### src/rtl/simple_cpu_core.sv
//------------------------------------------------------------------------------
// simple_cpu_core : 8-bit three-cycle fetch/decode/execute CPU, built-in ROM.
// Optional carry flag, JC and carry_o when SIMPLE_CPU_CARRY_EN is defined.
// Revision: 1.0
//------------------------------------------------------------------------------
`default_nettype none

module simple_cpu_core #(
  parameter int DATA_W = 8,
  parameter int PC_W   = 4,
  parameter bit ROM_OVERRIDE = 1'b0,
  parameter logic [(2**PC_W)*DATA_W-1:0] ROM_INIT = '0
) (
  input  logic              clk,
  input  logic              rst,
  output logic [PC_W-1:0]   pc_o,
  output logic [DATA_W-1:0] instr_o,
  output logic [DATA_W-1:0] rega_o,
  output logic [DATA_W-1:0] out_o,
  output logic              out_valid_o,
  output logic              halted_o,
`ifdef SIMPLE_CPU_CARRY_EN
  output logic              carry_o,
`endif
  output logic [1:0]        state_o
);

  localparam logic [1:0] c_st_fetch  = 2'd0;
  localparam logic [1:0] c_st_decode = 2'd1;
  localparam logic [1:0] c_st_exec   = 2'd2;
  localparam logic [1:0] c_st_halt   = 2'd3;

`ifdef SIMPLE_CPU_CARRY_EN
  localparam int c_sw = DATA_W + 1;
`else
  localparam int c_sw = DATA_W;
`endif

  logic [1:0]        r_state, w_state_nxt;
  logic [PC_W-1:0]   r_pc;
  logic [DATA_W-1:0] r_ir, r_a, r_b, r_out;
  logic [3:0]        r_opc, r_imm;
  logic              r_z, r_ov;
`ifdef SIMPLE_CPU_CARRY_EN
  logic              r_c, w_c_nxt, w_c_wr;
`endif

  logic              w_do_fetch, w_do_decode, w_do_exec;
  logic [DATA_W-1:0] w_rom, w_imm_ext, w_alu;
  logic [c_sw-1:0]   w_sum, w_diff, w_sumb;
  logic              w_a_wr, w_b_wr, w_jump;

  // Program store: either the fixed default program or a caller-supplied image
  generate
    if (ROM_OVERRIDE) begin : g_rom_init
      assign w_rom = ROM_INIT[r_pc*DATA_W +: DATA_W];
    end else begin : g_rom_table
      always_comb begin
        w_rom = '0;
        case (r_pc)
          PC_W'(0): w_rom = DATA_W'(8'h13);
          PC_W'(1): w_rom = DATA_W'(8'h25);
          PC_W'(2): w_rom = DATA_W'(8'h70);
          PC_W'(3): w_rom = DATA_W'(8'h80);
          PC_W'(4): w_rom = DATA_W'(8'hE0);
          PC_W'(5): w_rom = DATA_W'(8'hF0);
          default:  w_rom = '0;
        endcase
      end
    end
  endgenerate

  always_ff @(posedge clk or negedge rst) begin
    if (!rst) r_state <= c_st_fetch;
    else      r_state <= w_state_nxt;
  end

  always_comb begin
    w_state_nxt = r_state;
    case (r_state)
      c_st_fetch:  w_state_nxt = c_st_decode;
      c_st_decode: w_state_nxt = c_st_exec;
      c_st_exec:   w_state_nxt = (r_opc == 4'hF) ? c_st_halt : c_st_fetch;
      default:     w_state_nxt = c_st_halt;
    endcase
  end

  always_comb begin
    w_do_fetch  = 1'b0;
    w_do_decode = 1'b0;
    w_do_exec   = 1'b0;
    halted_o    = 1'b0;
    case (r_state)
      c_st_fetch:  w_do_fetch  = 1'b1;
      c_st_decode: w_do_decode = 1'b1;
      c_st_exec:   w_do_exec   = 1'b1;
      default:     halted_o    = 1'b1;
    endcase
  end

  assign w_imm_ext = DATA_W'(r_imm);
  // One extra MSB (carry build only) captures carry/borrow out of the adders
  assign w_sum  = c_sw'(r_a) + c_sw'(w_imm_ext);
  assign w_diff = c_sw'(r_a) - c_sw'(w_imm_ext);
  assign w_sumb = c_sw'(r_a) + c_sw'(r_b);

  always_comb begin
    w_alu  = r_a;
    w_a_wr = 1'b0;
    w_b_wr = 1'b0;
    w_jump = 1'b0;
`ifdef SIMPLE_CPU_CARRY_EN
    w_c_nxt = r_c;
    w_c_wr  = 1'b0;
`endif
    case (r_opc)
      4'h1: begin w_alu = w_imm_ext;             w_a_wr = 1'b1; end
      4'h2: begin w_alu = w_sum[DATA_W-1:0];     w_a_wr = 1'b1; end
      4'h3: begin w_alu = w_diff[DATA_W-1:0];    w_a_wr = 1'b1; end
      4'h4: begin w_alu = r_a & w_imm_ext;       w_a_wr = 1'b1; end
      4'h5: begin w_alu = r_a | w_imm_ext;       w_a_wr = 1'b1; end
      4'h6: begin w_alu = r_a ^ w_imm_ext;       w_a_wr = 1'b1; end
      4'h7: w_b_wr = 1'b1;
      4'h8: begin w_alu = w_sumb[DATA_W-1:0];    w_a_wr = 1'b1; end
      4'h9: w_jump = 1'b1;
      4'hA: w_jump = r_z;
`ifdef SIMPLE_CPU_CARRY_EN
      4'hB: w_jump = r_c;
`endif
      4'hC: begin w_alu = {r_a[DATA_W-2:0], 1'b0}; w_a_wr = 1'b1; end
      4'hD: begin w_alu = {1'b0, r_a[DATA_W-1:1]}; w_a_wr = 1'b1; end
      default: ;
    endcase
`ifdef SIMPLE_CPU_CARRY_EN
    case (r_opc)
      4'h2: begin w_c_nxt = w_sum[DATA_W];  w_c_wr = 1'b1; end
      4'h3: begin w_c_nxt = w_diff[DATA_W]; w_c_wr = 1'b1; end
      4'h8: begin w_c_nxt = w_sumb[DATA_W]; w_c_wr = 1'b1; end
      4'hC: begin w_c_nxt = r_a[DATA_W-1];  w_c_wr = 1'b1; end
      4'hD: begin w_c_nxt = r_a[0];         w_c_wr = 1'b1; end
      default: ;
    endcase
`endif
  end

  always_ff @(posedge clk or negedge rst) begin
    if (!rst) begin
      r_pc  <= '0;
      r_ir  <= '0;
      r_opc <= '0;
      r_imm <= '0;
      r_a   <= '0;
      r_b   <= '0;
      r_z   <= 1'b0;
      r_out <= '0;
      r_ov  <= 1'b0;
`ifdef SIMPLE_CPU_CARRY_EN
      r_c   <= 1'b0;
`endif
    end else begin
      r_ov <= 1'b0;
      if (w_do_fetch) begin
        r_ir <= w_rom;
        r_pc <= r_pc + 1'b1;
      end
      if (w_do_decode) begin
        r_opc <= r_ir[DATA_W-1 -: 4];
        r_imm <= r_ir[3:0];
      end
      if (w_do_exec) begin
        // Z tracks exactly the opcodes that rewrite A
        if (w_a_wr) begin
          r_a <= w_alu;
          r_z <= (w_alu == '0);
        end
        if (w_b_wr) r_b <= r_a;
        if (w_jump) r_pc <= PC_W'(r_imm);
        if (r_opc == 4'hE) begin
          r_out <= r_a;
          r_ov  <= 1'b1;
        end
`ifdef SIMPLE_CPU_CARRY_EN
        if (w_c_wr) r_c <= w_c_nxt;
`endif
      end
    end
  end

  assign pc_o        = r_pc;
  assign instr_o     = r_ir;
  assign rega_o      = r_a;
  assign out_o       = r_out;
  assign out_valid_o = r_ov;
  assign state_o     = r_state;
`ifdef SIMPLE_CPU_CARRY_EN
  assign carry_o     = r_c;
`endif

endmodule

`default_nettype wire

### config.mk
export PLATFORM = sky130hd
export DESIGN_NAME = simple_cpu_core
export DESIGN_NICKNAME = d
export VERILOG_FILES = /design/src/rtl/simple_cpu_core.sv
export SDC_FILE = /design/constraint.sdc
export NUM_CORES = 1
export LEC_CHECK = 0
export ABC_AREA = 1
export CORE_UTILIZATION = 55
export CTS_CLUSTER_DIAMETER = 150
export CTS_CLUSTER_SIZE = 30
export DETAILED_ROUTE_END_ITERATION = 8
export PLACE_DENSITY_LB_ADDON = 0.12
export SLEW_MARGIN = 20
export SYNTH_ARGS = -nofsm -noshare
export SYNTH_HDL_FRONTEND = slang
export SYNTH_SLANG_ARGS = --single-unit
### constraint.sdc
create_clock -name clk -period 3 [get_ports clk]
set_input_delay 0.3 -clock clk [delete_from_list [all_inputs] [get_ports clk]]
set_output_delay 0.3 -clock clk [all_outputs]
set_load 0.005 [all_outputs]
==> run summary <==
Avg Inst Size Synth: 7.285 um2
Initial Utilization: 0.5691
Vias in the first global route: 2431
Startpoint Class: flip-flop
I/O Buffers: 32
Max incr delay on CP: 400 ps
Mapped Area: 2907 um2
Core area: 5107 um2
Clk_lat worst skew: 300 ps
CTS Sinks: 46
Status: complete, but fails checks
First-pass GRT wire length: 11920 um
Full die area: 5579 um2
Initial DRC Count: 226
Num CTS Buffers: 5
Leak Pwr: 1.704 nW
Worst slew margin: 0.4892
Share of cells above drive strength 1: 0.07569
FP Rows: 26
Final setup fails: 0
Critical Path End Type: flip-flop
Fin crit period: 2735 ps
Synth Net Count: 421
Crit-path slowest cell: dfrtp_1
Synth area leader: dfrtp_1
Final antenna-violating net count: 0
Setup CP Type: flip-flop to flip-flop
WL final: 7446 um
DP HPWL: 5601 um
Remaining Overflow, GRT: 0
Drt drc: 0
Yosys cell types: 29
Pwr Total: 1.036 mW
Fmax: 365.7 MHz
Crit Path Max Fanout: 5
Failing checks: hold timing
Placer Congestion: 0.9306
Final hold vios: 9
Share of the synthesized area in the top cell type: 0.3960
Initial antenna violation count: 0
Die height: 74.70 um
Worst-Margin Slew: 763.4 ps
Setup Skew: 3.454 ps
Clk buf depth: 2
Wire per inst: 14.72 um
Fin crit share: 0.9116
Final Max Slew Viols: 0
Cell mode on critical path: nand2_1
Hold Crit Class: input port to asynchronous set/reset pin
Sequential area share after synthesis: 0.3960
Drt pass-1 iters: 5
Synthesis-stage register bit count: 46
# diodes: 0
Synth area leaders: dfrtp_1, nand2_1, ha_1
Hold WS: -7.442 ps
Gr usage total: 0.2879
Top-Level Pins: 34
Critical path required time: 3190 ps
Vias post-DR: 2691
Yosys warnings: 0
Nets: 457
Crit path DAT: 2920 ps
Drt via density: 5.318
Sequence of cells on the critical path: inv_1, ha_1, ha_1, nand2_1, nand3_1, o21ai_0, inv_1, ha_1, a21oi_1, nand2_1, a21oi_1, nand2_1, nand2_1, o21ai_0, nor2_1, o21ai_0
R2R setup slack: 270 ps
DIE WIDTH: 74.70 um
Max cap viols: 0
Pwr Density: 303.2 nW/um2
Worst-path clk slew: 90 ps
Synth Instances: 399
CTS tree: yes
Area delta synth->final: 17.56%
Htree depth: 2
Setup TNS: 0 ps
Largest net degree at the start of global routing: 47
RSZ-0062 raised after global routing: no
Clock root buffer: clkbuf_8
VDD IR max: 0.0001559 V
==> flip-flops by register name, indices dropped and copies added, names as in the netlist <==
register / count
out_o: 8
state_o: 2
instr_o: 7
r_z: 1
r_opc: 4
pc_o: 4
rega_o: 8
r_imm: 3
r_b: 8
out_valid_o: 1
==> kinds of logic (layout without fill, tap and decap cells) <==
family / count (synthesis) / in the layout / synth area share
other: 1 / 1 / 0.001290
AND/OR/NAND/NOR: 214 / 214 / 0.3186
XOR/XNOR: 3 / 3 / 0.009042
AO/OA/AOI/OAI: 62 / 62 / 0.1162
adder cells (fa/ha/maj): 20 / 20 / 0.08868
flip-flops: 46 / 46 / 0.3960
buffers and inverters: 53 / 90 / 0.07017
==> routing by layer <==
layer  up-vias  global-route usage  wire length (um)  part of all wire
li1       1345                   -                 -                 -
met1      1229              0.4344              3732              0.50
met2       100              0.4154              3079              0.41
met3        17             0.04552               458             0.062
met4         0              0.1069               175             0.024
met5         -                   0                 0                 0
==> cell usage in the layout (no fill, tap or decap) <==
cell type	n
o31ai_1	1
conb_1	1
clkbuf_8	6
inv_2	2
a31oi_1	1
a21oi_1	10
a21boi_0	2
a41oi_1	1
nor2_4	4
clkdlybuf4s50_1	31
nand2_2	1
dfrtp_1	45
or2_2	1
clkinvlp_4	2
fa_1	1
ha_1	19
nand3b_1	3
nor2_2	5
nand2_4	3
nand3_1	36
o21ai_0	41
o21ai_2	1
dfrtp_2	1
o21ai_1	1
nor3_2	1
nand2_1	121
a22oi_2	1
clkinv_2	1
nor2_1	39
o22ai_1	3
inv_1	44
buf_4	4
xor2_1	3
==> worst paths after layout <==
kind / start / endpoint / cells after the start
min reg2reg: out_o[6] / out_o[6] / 2
min in group clk: out_o[6] / out_o[6] / 2
max in group asynchronous: rst / r_opc[1] / 1
max: r_imm[0] / rega_o[5] / 16
min: rst / state_o[1] / 1
max reg2reg: r_imm[0] / rega_o[5] / 16
==> what timing repair did <==
action / CTS / global route
resized for setup: 0 / 6
setup endpoints to repair: 0 / 2
buffers inserted: 0 / 0
hold buffers: 0 / 0
==> critical path, delay by kind of cell (launching register included) <==
kind / cells / cell delay [ps]
buffers and inverters: 2 / 180
and+or+nand+nor: 6 / 540
AOI/OAI and AO/OA: 5 / 680
DFF: 1 / 400
adders and majority gates: 3 / 820
==> synth_stat cells <==
library cell,n
a21boi_0,2
a21oi_1,10
a22oi_2,1
a31oi_1,1
a41oi_1,1
buf_2,1
buf_4,1
clkbuf_1,4
conb_1,1
dfrtp_1,46
fa_1,1
ha_1,19
inv_1,45
inv_2,2
nand2_1,121
nand2_2,1
nand2_4,3
nand3_1,36
nand3b_1,3
nor2_1,41
nor2_2,4
nor2_4,3
nor3_2,1
o21ai_0,42
o21ai_2,1
o22ai_1,3
o31ai_1,1
or2_2,1
xor2_1,3
==> stage by stage <==
stage / std cells / utilization / instance area [um2] / worst slack (ps)
4_1_cts: 506 / 0.6656 / 3400 / 194.5
3_5_place_dp: 498 / 0.6470 / 3304 / 225.5
3_3_place_gp: 498 / 0.6470 / 3304 / 179.5
6_report: 506 / 0.6690 / 3417 / 265.1
2_1_floorplan: 399 / - / 2907 / 601.8
5_1_grt: 506 / 0.6690 / 3417 / 3.726
==> power breakdown <==
part | total [mW] | internal [mW] | switching (mW)
sequential | 0.619 | 0.619 | 0
clock | 0.404 | 0.186 | 0.218
combinational | 0.0127 | 0.000854 | 0.0119
==> final cells by class <==
type                       count  area [um2]
clock buffer                   6       82.58
clock inverter                 2       12.51
fill                         465        1690
inverter                      47       180.2
multi-input combinational    300        1562
sequential                    46        1152
tap                           70       87.58
timing repair buffer          35       340.3
Note: power is estimated with default switching activity, not from simulation.
